===== src/rtl/bmp_pixel_streamer_if.sv =====
// bmp_pixel_streamer_if: byte-wide synchronous read bus.
// Read data is valid one cycle after the read strobe.
interface bmp_pixel_streamer_if #(
  parameter int ADDR_W = 16
);
  logic [ADDR_W-1:0] mem_addr;
  logic              mem_rd;
  logic [7:0]        mem_data;

  modport master (
    output mem_addr,
    output mem_rd,
    input  mem_data
  );

  modport slave (
    input  mem_addr,
    input  mem_rd,
    output mem_data
  );
endinterface


===== src/rtl/bmp_pixel_streamer.sv =====
// bmp_pixel_streamer: replays a 24-bit bottom-up BMP pixel array.
// Option BMP_TEST_PATTERN_EN adds a memory-free test pattern source.
module bmp_pixel_streamer #(
  parameter int IMG_W     = 128,
  parameter int IMG_H     = 128,
  parameter int BASE_ADDR = 54,
  parameter int ADDR_W    = 16
) (
  input  logic       clk,
  input  logic       rst,
  input  logic       start_i,
  input  logic       hold_i,
`ifdef BMP_TEST_PATTERN_EN
  input  logic       test_pattern_i,
`endif
  bmp_pixel_streamer_if.master mem,
  output logic [7:0] red_o,
  output logic [7:0] green_o,
  output logic [7:0] blue_o,
  output logic       cam_done_o,
  output logic       frame_done_o,
  output logic       busy_o
);

  localparam int S   = ((3 * IMG_W + 3) / 4) * 4;
  localparam int CW  = (IMG_W > 1) ? $clog2(IMG_W) : 1;
  localparam int RW  = (IMG_H > 1) ? $clog2(IMG_H) : 1;
  localparam int AFW = (ADDR_W > 32) ? ADDR_W : 32;

  localparam logic [CW-1:0] COL_LAST = CW'(IMG_W - 1);
  localparam logic [RW-1:0] ROW_LAST = RW'(IMG_H - 1);

  localparam logic [2:0] IDLE  = 3'd0;
  localparam logic [2:0] RD_B  = 3'd1;
  localparam logic [2:0] RD_G  = 3'd2;
  localparam logic [2:0] RD_R  = 3'd3;
  localparam logic [2:0] LAT_R = 3'd4;

  logic [2:0]    state_q, state_d;
  logic [CW-1:0] col_q, col_d;
  logic [RW-1:0] row_q, row_d;
  logic [7:0]    blue_cap_q, green_cap_q;
  logic [7:0]    red_q, green_q, blue_q;
  logic          cam_q, fdone_q;
  logic          last_px;
  logic          rd_en;
  logic [1:0]    byte_sel;
  logic [AFW-1:0] addr_full;

`ifdef BMP_TEST_PATTERN_EN
  logic tp_q, tp_d;
`endif

  assign last_px = (row_q == ROW_LAST) && (col_q == COL_LAST);

  // Byte offset within the BGR triplet for the read in flight
  always_comb begin
    byte_sel = 2'd0;
    unique case (1'b1)
      (state_q == RD_G): byte_sel = 2'd1;
      (state_q == RD_R): byte_sel = 2'd2;
      default:           byte_sel = 2'd0;
    endcase
  end

  // Rows are stored bottom-up, so output row r maps to line H-1-r
  assign addr_full = AFW'(BASE_ADDR)
                   + (AFW'(ROW_LAST) - AFW'(row_q)) * AFW'(S)
                   + AFW'(col_q) * AFW'(3)
                   + AFW'(byte_sel);

  // Read strobe: suppressed under backpressure or pattern mode
  always_comb begin
    rd_en = 1'b0;
    unique case (1'b1)
      (state_q == RD_B): rd_en = !hold_i;
      (state_q == RD_G): rd_en = 1'b1;
      (state_q == RD_R): rd_en = 1'b1;
      default:           rd_en = 1'b0;
    endcase
`ifdef BMP_TEST_PATTERN_EN
    if (tp_q) rd_en = 1'b0;
`endif
  end

  assign mem.mem_rd   = rd_en;
  assign mem.mem_addr = rd_en ? addr_full[ADDR_W-1:0]
                              : '0;

  // Next state and pixel counters
  always_comb begin
    state_d = state_q;
    col_d   = col_q;
    row_d   = row_q;
`ifdef BMP_TEST_PATTERN_EN
    tp_d    = tp_q;
`endif
    unique case (state_q)
      IDLE: begin
        if (start_i && !fdone_q) begin
          state_d = RD_B;
`ifdef BMP_TEST_PATTERN_EN
          tp_d    = test_pattern_i;
`endif
        end
      end
      RD_B: if (!hold_i) state_d = RD_G;
      RD_G: state_d = RD_R;
      RD_R: state_d = LAT_R;
      LAT_R: begin
        if (last_px) begin
          state_d = IDLE;
          col_d   = '0;
          row_d   = '0;
        end else if (col_q == COL_LAST) begin
          state_d = RD_B;
          col_d   = '0;
          row_d   = row_q + 1'b1;
        end else begin
          state_d = RD_B;
          col_d   = col_q + 1'b1;
        end
      end
      default: state_d = IDLE;
    endcase
  end

  // State and counter registers
  always_ff @(posedge clk or negedge rst) begin
    if (!rst) begin
      state_q <= IDLE;
      col_q   <= '0;
      row_q   <= '0;
    end else begin
      state_q <= state_d;
      col_q   <= col_d;
      row_q   <= row_d;
    end
  end

`ifdef BMP_TEST_PATTERN_EN
  // Pattern mode latched at frame start
  always_ff @(posedge clk or negedge rst) begin
    if (!rst) tp_q <= 1'b0;
    else      tp_q <= tp_d;
  end
`endif

  // Byte capture and pixel output registers
  always_ff @(posedge clk or negedge rst) begin
    if (!rst) begin
      blue_cap_q  <= '0;
      green_cap_q <= '0;
      red_q       <= '0;
      green_q     <= '0;
      blue_q      <= '0;
      cam_q       <= 1'b0;
      fdone_q     <= 1'b0;
    end else begin
      cam_q   <= 1'b0;
      fdone_q <= 1'b0;
      if (state_q == RD_G) blue_cap_q  <= mem.mem_data;
      if (state_q == RD_R) green_cap_q <= mem.mem_data;
      if (state_q == LAT_R) begin
        cam_q   <= 1'b1;
        fdone_q <= last_px;
        red_q   <= mem.mem_data;
        green_q <= green_cap_q;
        blue_q  <= blue_cap_q;
`ifdef BMP_TEST_PATTERN_EN
        if (tp_q) begin
          red_q   <= 8'(col_q);
          green_q <= 8'(row_q);
          blue_q  <= 8'(col_q) + 8'(row_q);
        end
`endif
      end
    end
  end

  assign red_o        = red_q;
  assign green_o      = green_q;
  assign blue_o       = blue_q;
  assign cam_done_o   = cam_q;
  assign frame_done_o = fdone_q;
  assign busy_o       = (state_q != IDLE) || fdone_q;

endmodule


===== src/flat_wrapper.sv =====
// flat-port wrapper written by rule: the top's interface ports become plain ports
module bmp_pixel_streamer_flat 
#(
  parameter int IMG_W     = 128,
  parameter int IMG_H     = 128,
  parameter int BASE_ADDR = 54,
  parameter int ADDR_W    = 16
)
  (clk, rst, start_i, hold_i, red_o, green_o, blue_o, cam_done_o, frame_done_o, busy_o, mem_mem_addr, mem_mem_rd, mem_mem_data);
  bmp_pixel_streamer_if #(.ADDR_W(ADDR_W)) mem_i ();
  input  logic clk;
  input  logic rst;
  input  logic start_i;
  input  logic hold_i;
  output logic [7:0] red_o;
  output logic [7:0] green_o;
  output logic [7:0] blue_o;
  output logic cam_done_o;
  output logic frame_done_o;
  output logic busy_o;
  output wire logic [$bits(mem_i.mem_addr)-1:0] mem_mem_addr;
  output wire logic [$bits(mem_i.mem_rd)-1:0] mem_mem_rd;
  input wire logic [$bits(mem_i.mem_data)-1:0] mem_mem_data;
  assign mem_mem_addr = mem_i.mem_addr;
  assign mem_mem_rd = mem_i.mem_rd;
  assign mem_i.mem_data = mem_mem_data;
  bmp_pixel_streamer #(.IMG_W(IMG_W), .IMG_H(IMG_H), .BASE_ADDR(BASE_ADDR), .ADDR_W(ADDR_W)) u_core (.clk(clk), .rst(rst), .start_i(start_i), .hold_i(hold_i), .mem(mem_i), .red_o(red_o), .green_o(green_o), .blue_o(blue_o), .cam_done_o(cam_done_o), .frame_done_o(frame_done_o), .busy_o(busy_o));
endmodule

===== config.mk =====
export PLATFORM = sky130hd
export DESIGN_NAME = bmp_pixel_streamer_flat
export DESIGN_NICKNAME = d
export VERILOG_FILES = /design/src/rtl/bmp_pixel_streamer_if.sv /design/src/rtl/bmp_pixel_streamer.sv /design/src/flat_wrapper.sv
export SDC_FILE = /design/constraint.sdc
export NUM_CORES = 1
export LEC_CHECK = 0
export CAP_MARGIN = 20
export CELL_PAD_IN_SITES_DETAIL_PLACEMENT = 2
export CELL_PAD_IN_SITES_GLOBAL_PLACEMENT = 2
export CORE_MARGIN = 3
export CORE_UTILIZATION = 35
export DETAILED_ROUTE_END_ITERATION = 8
export DONT_BUFFER_PORTS = 1
export PLACE_DENSITY = 0.88
export SLEW_MARGIN = 40
export SYNTH_ARGS = -nofsm -noshare
export SYNTH_HDL_FRONTEND = slang
export SYNTH_SLANG_ARGS = --single-unit

===== constraint.sdc =====
create_clock -name clk -period 2.7 [get_ports clk]
set_input_delay 0.135 -clock clk [delete_from_list [all_inputs] [get_ports clk]]
set_output_delay 0.135 -clock clk [all_outputs]
set_load 0.01 [all_outputs]

**Yosys cells after proc, flatten, opt, wreduce, memory -nomap -nowiden**

Cells that the tools add are included.

- Add/sub/neg operators: 6
- $mul: 2
- Equal/unequal tests: 8
- Muxes and demuxes: 13
- Reduce and logical (&&, ||, !) cells: 11

Operators with widths:

| cell | number |
|---|---|
| $mul 32x2->9 const B | 1 |
| $mux 7 | 4 |
| $add 16x2->16 | 1 |
| $add 16x9->16 | 1 |
| $add 6x16->16 const A | 1 |
| $mux 16 | 1 |
| $pmux 3 s5 | 1 |
| $add 7x1->7 const B | 2 |
| $eq 7x7->1 const B | 2 |
| $mul 7x2->9 const B | 1 |
| $sub 7x7->8 const A | 1 |
| $eq 3x2->1 const B | 2 |
| $mux 3 | 2 |
| $pmux 2 s2 | 1 |
| $reduce_and 2->1 | 2 |
| $eq 3x1->1 const B | 1 |
| $eq 3x3->1 const B | 1 |
| $logic_not 3->1 | 1 |
| $mux 1 | 3 |
| $reduce_bool 3->1 | 1 |
| $logic_and 1x1->1 | 2 |
| $logic_not 1->1 | 2 |
| $ne 2x1->1 const B | 1 |
| $ne 2x2->1 const B | 1 |
| 4 further kinds | 4 |

- Register bits after elaboration: 59
- Bits of input ports: 12

**Longest topological paths before layout**

- Word-level depth: 6
- Depth in mapped cells: 12

**Worst setup path before layout**

No wires, ideal clock.

- Path type: register -> output
- From: reg u_core.state_q[0]
- To: out mem_mem_addr[12]
- Arrival: 2.645 ns
- Required time: 2.565 ns
- Setup slack: -0.080 ns
- Stages on the path, launching flop included: 13
- Path buffers: 1
- Cell sequence: dfrtp_1 inv_1 and3_1 clkbuf_1 ha_1 inv_1 fa_1 nor2b_1 o31a_1 o2111a_1 o21a_1 o211ai_1 mux2i_1

- Cells in the longest elaborated chain, start to end: 4
- Elaborated cells between the ends (all ways): 8

RTL lines:

| what | RTL line | RTL |
|---|---|---|
| start: declaration | bmp_pixel_streamer.sv:39 | `logic [2:0] state_q, state_d;` |
| start signal: assignment | bmp_pixel_streamer.sv:135 | `state_q <= state_d;` |
| $eq 3x2->1, on equally long branches | n/a |  |
| $pmux 2 s2 or $reduce_or 2->1 (tied branches) | n/a |  |
| $add 16x2->16 or $pmux 1 s2 (tied branches) | bmp_pixel_streamer.sv:70, bmp_pixel_streamer.sv:75 |  |
| $mux 16 * | bmp_pixel_streamer.sv:87 | `assign mem.mem_addr = rd_en ? addr_full[ADDR_W-1:0]` |
| end: declaration | flat_wrapper.sv:21 | `output wire logic [$bits(mem_i.mem_addr)-1:0] mem_mem_addr;` |

Every way passes the cells marked *; elsewhere a longest branch is shown, timed or not.

**Worst setup path after layout**

Ends and elaborated chain as after synthesis.

==> metrics.csv <==
metric;value;unit
run status;complete, but fails checks;
violations in the final reports;negative setup slack;
Synth Instances;395;
Int Pwr;2830;uW
Worst Tran Pin Value;0.636;ns
post-synthesis sequential area ratio;0.419;
Synth top area share;0.419;
Synth Area in XOR/XNOR;0.0323;
Finished Layout Cells;584;
Async SR Flop Fraction;1.00;
CTS sink count;59;
post-synthesis adder-cell area fraction;0.129;
Top Ports;56;
fraction of layout cells with a size suffix above 1;0.310;
vias per cell;5.80;
reg-to-reg slack, setup;0.13;ns
PortBufs;0;
hold_sp;hold_i;
Area after DPL;3790;um^2
Slew Viols, Final;0;
final period utilization;1.14;
P_leak;0.00218;uW
min cycle time layout;3.08;ns
most frequent cells in the layout;107 x nand2_1, 55 x dfrtp_1, 41 x buf_4;
largest net degree at the start of global routing;60;
# diodes;0;
synthesis-stage register bit count;59;
mux contribution to synthesized area;0.0401;
Slew headroom;0.576;
vias in the first global route;3696;
Final Setup Violations;11;
kind of start point of the critical path;flop;
core area;9500;um^2
Die Ht;106;um
Root Driver;clkbuf_8;
Syn Nets;442;
wire per inst;28.2;um
via count;3389;
TritonCTS buffer count;9;
main combinational cell family by area after synthesis;simple AND/OR/NAND/NOR gates;
Synth cell types;47;
H-tree depth;3;
Syn Area/Cell;8.92;um^2
Die ar.;11300;um^2
CP Max Fanout;4;
ys flop type;dfrtp_1;
WP data required;2.57;ns
type of the worst setup path;flop to output pin;
Switching Share;0.444;
area delta synth->final;32.7;%
r2r worst-path depth;8;
final instance area;4670;um^2
Rows;35;
Synth area leader;dfrtp_1;
worst vdd ir;370;uV
Total Wirelength;16.4;mm
final number of hold-violating endpoints;0;
sequential share of power;0.312;
TNS Setup;-2.56;ns
commonest non-fill, non-tap cell in the layout;nand2_1;
Worst setup EP type;output pin;
worst clock skew;0.0139;ns
clk slew on worst S/H paths;0.07;ns
die width;106;um
final worst slack;-0.383;ns
antenna violations before repair;0;
GRT Total Usage;0.257;
Comb pwr share;0.498;
CTS max path bufs;2;
Max Freq;324;MHz
clock network latency to the later pin of the worst-skew pair;0.36;ns
WP data arrival;2.95;ns
Final ANT Viol Nets;0;
count of flip-flops with a built-in enable after synthesis;0;
DRT iter0 DRCs;207;
Hold EP;u_core.state_q[0]$_DFFE_PN0P_;
post-detail-place hpwl;7.56;mm
worst hold path stage count;2;
Congestion Overflow GR;0;
Cell Area, Synth;3520;um^2
Pre-antenna DRT Iters;4;
CTS tree;done;
Max-Cap Viols;0;
Clk pwr share;0.190;
placed cells;533;
RSZ-0062 raised after global routing;true;
Post-Synth Simple-Gate Area;0.217;
Initial Utilization;0.371;
net count reported at finish;498;
PD cells;1090;nW/um^2
FF-to-FF Start;u_core.state_q[0]$_DFFE_PN0P_;
Min-Delay Path Class;input pin to flop;
global-route wire length before repair;22.1;mm
GP Congestion;0.792;
remaining routing DRC violations;0;
worst r2r dst;u_core.row_q[4]$_DFFE_PN0P_;
Synth Area in Compound Gates;0.118;
P_sw;2260;uW
Synth Warn #;0;
ranking of synthesized cells by area;dfrtp_1 42%, ha_1 12%, nand2_1 12%;
Yosys cell counts (all sizes together), types with 3 or more instances:
library cell / count
and2: 3
and3: 4
nor2b: 3
nand2: 108
mux2i: 4
nand4: 4
nor3: 10
mux2: 9
xor2: 3
nor3b: 3
a21oi: 14
o21ai: 15
inv: 30
dfrtp: 59
xnor2: 10
nand3: 10
buf: 3
o211ai: 3
ha: 33
nor2: 21
o22ai: 3
a211oi: 4
a21o: 5
o21a: 3
clkbuf: 8
power groups by stage:
stage / clock network, uW / logic [uW] / registers [uW]
2_1_floorplan: 0 / 1090 / 1490
3_3_place_gp: 0 / 1450 / 1530
3_5_place_dp: 0 / 1560 / 1570
4_1_cts: 943 / 2030 / 1560
5_1_grt: 1010 / 2700 / 1620
6_report: 966 / 2540 / 1590
layout make-up:
class                      instances  area [um^2]
inverter                          31          119
tap                              129          161
clock inverter                     4         73.8
timing repair buffer              56          482
fill                            1002         4830
sequential                        59         1480
clock buffer                      11          151
multi-input combinational        294         2210
flip-flops by register name, summed over array words and instances (netlist names):
register	flops
u_core.blue_cap_q	8
u_core.blue_o	8
u_core.green_cap_q	8
u_core.green_o	8
u_core.red_o	8
u_core.col_q	7
u_core.row_q	7
u_core.state_q	3
u_core.cam_done_o	1
u_core.frame_done_o	1
metrics by stage:
step	setup slack (ns)	power (uW)	util	hold WS [ns]
floorplan	0.0673	2580	-	-0.161
global placement	0.0731	2980	0.399	-0.159
detailed placement	-0.0461	3130	0.399	-0.159
CTS	-0.299	4530	0.464	0.0438
global route	-0.490	5330	0.492	0.0583
finish	-0.383	5100	0.492	0.0488
worst max path at each step:
stage	slack, ns	endpoint	cells past startpoint	start
2_1_floorplan	0.07	mem_mem_addr[12]	12	u_core.state_q[0]$_DFFE_PN0P_
3_3_place_gp	0.07	mem_mem_addr[14]	11	u_core.col_q[2]$_DFFE_PN0P_
3_5_place_dp	-0.05	mem_mem_addr[14]	11	u_core.col_q[2]$_DFFE_PN0P_
4_1_cts	-0.30	mem_mem_addr[14]	11	u_core.col_q[1]$_DFFE_PN0P_
5_1_grt	-0.49	mem_mem_addr[14]	12	u_core.state_q[0]$_DFFE_PN0P_
6_report	-0.38	mem_mem_addr[12]	12	u_core.state_q[0]$_DFFE_PN0P_
worst max-delay path, cell delays in order, from the launching register on:
cell	delay, ns
dfrtp_1	0.39
inv_2	0.07
and3_4	0.21
ha_4	0.18
inv_4	0.06
fa_2	0.25
nor2b_4	0.06
o31a_1	0.27
o2111a_1	0.28
o21a_2	0.24
o211ai_1	0.22
mux2i_1	0.22
buf_4	0.15
repair_timing:
item,CTS,global route
endpoints found under the setup margin,10,13
resized for setup,37,45
pin swaps,13,28
setup buffers,17,15
hold buffers,10,0
endpoints found under the hold margin,83,0
layer usage:
| layer | vias up | part of all wire | wire length (um) | track usage |
|---|---|---|---|---|
| li1 | 1433 | - | - | - |
| met1 | 1792 | 0.38 | 6250 | 0.297 |
| met2 | 111 | 0.53 | 8670 | 0.461 |
| met3 | 53 | 0.043 | 714 | 0.0419 |
| met4 | 0 | 0.049 | 801 | 0.117 |
| met5 | - | 0 | 0 | 0 |
logic make-up (layout without fill, tap and decap cells):
logic type | count (synthesis) | after routing
buffers and inverters | 42 | 102
xor gates and xnor gates | 13 | 13
adders and majority gates | 35 | 35
AOI/OAI and AO/OA | 58 | 58
DFF | 59 | 59
and+or+nand+nor | 175 | 175
muxes | 13 | 13
Note: power is estimated with default switching activity, not from simulation.
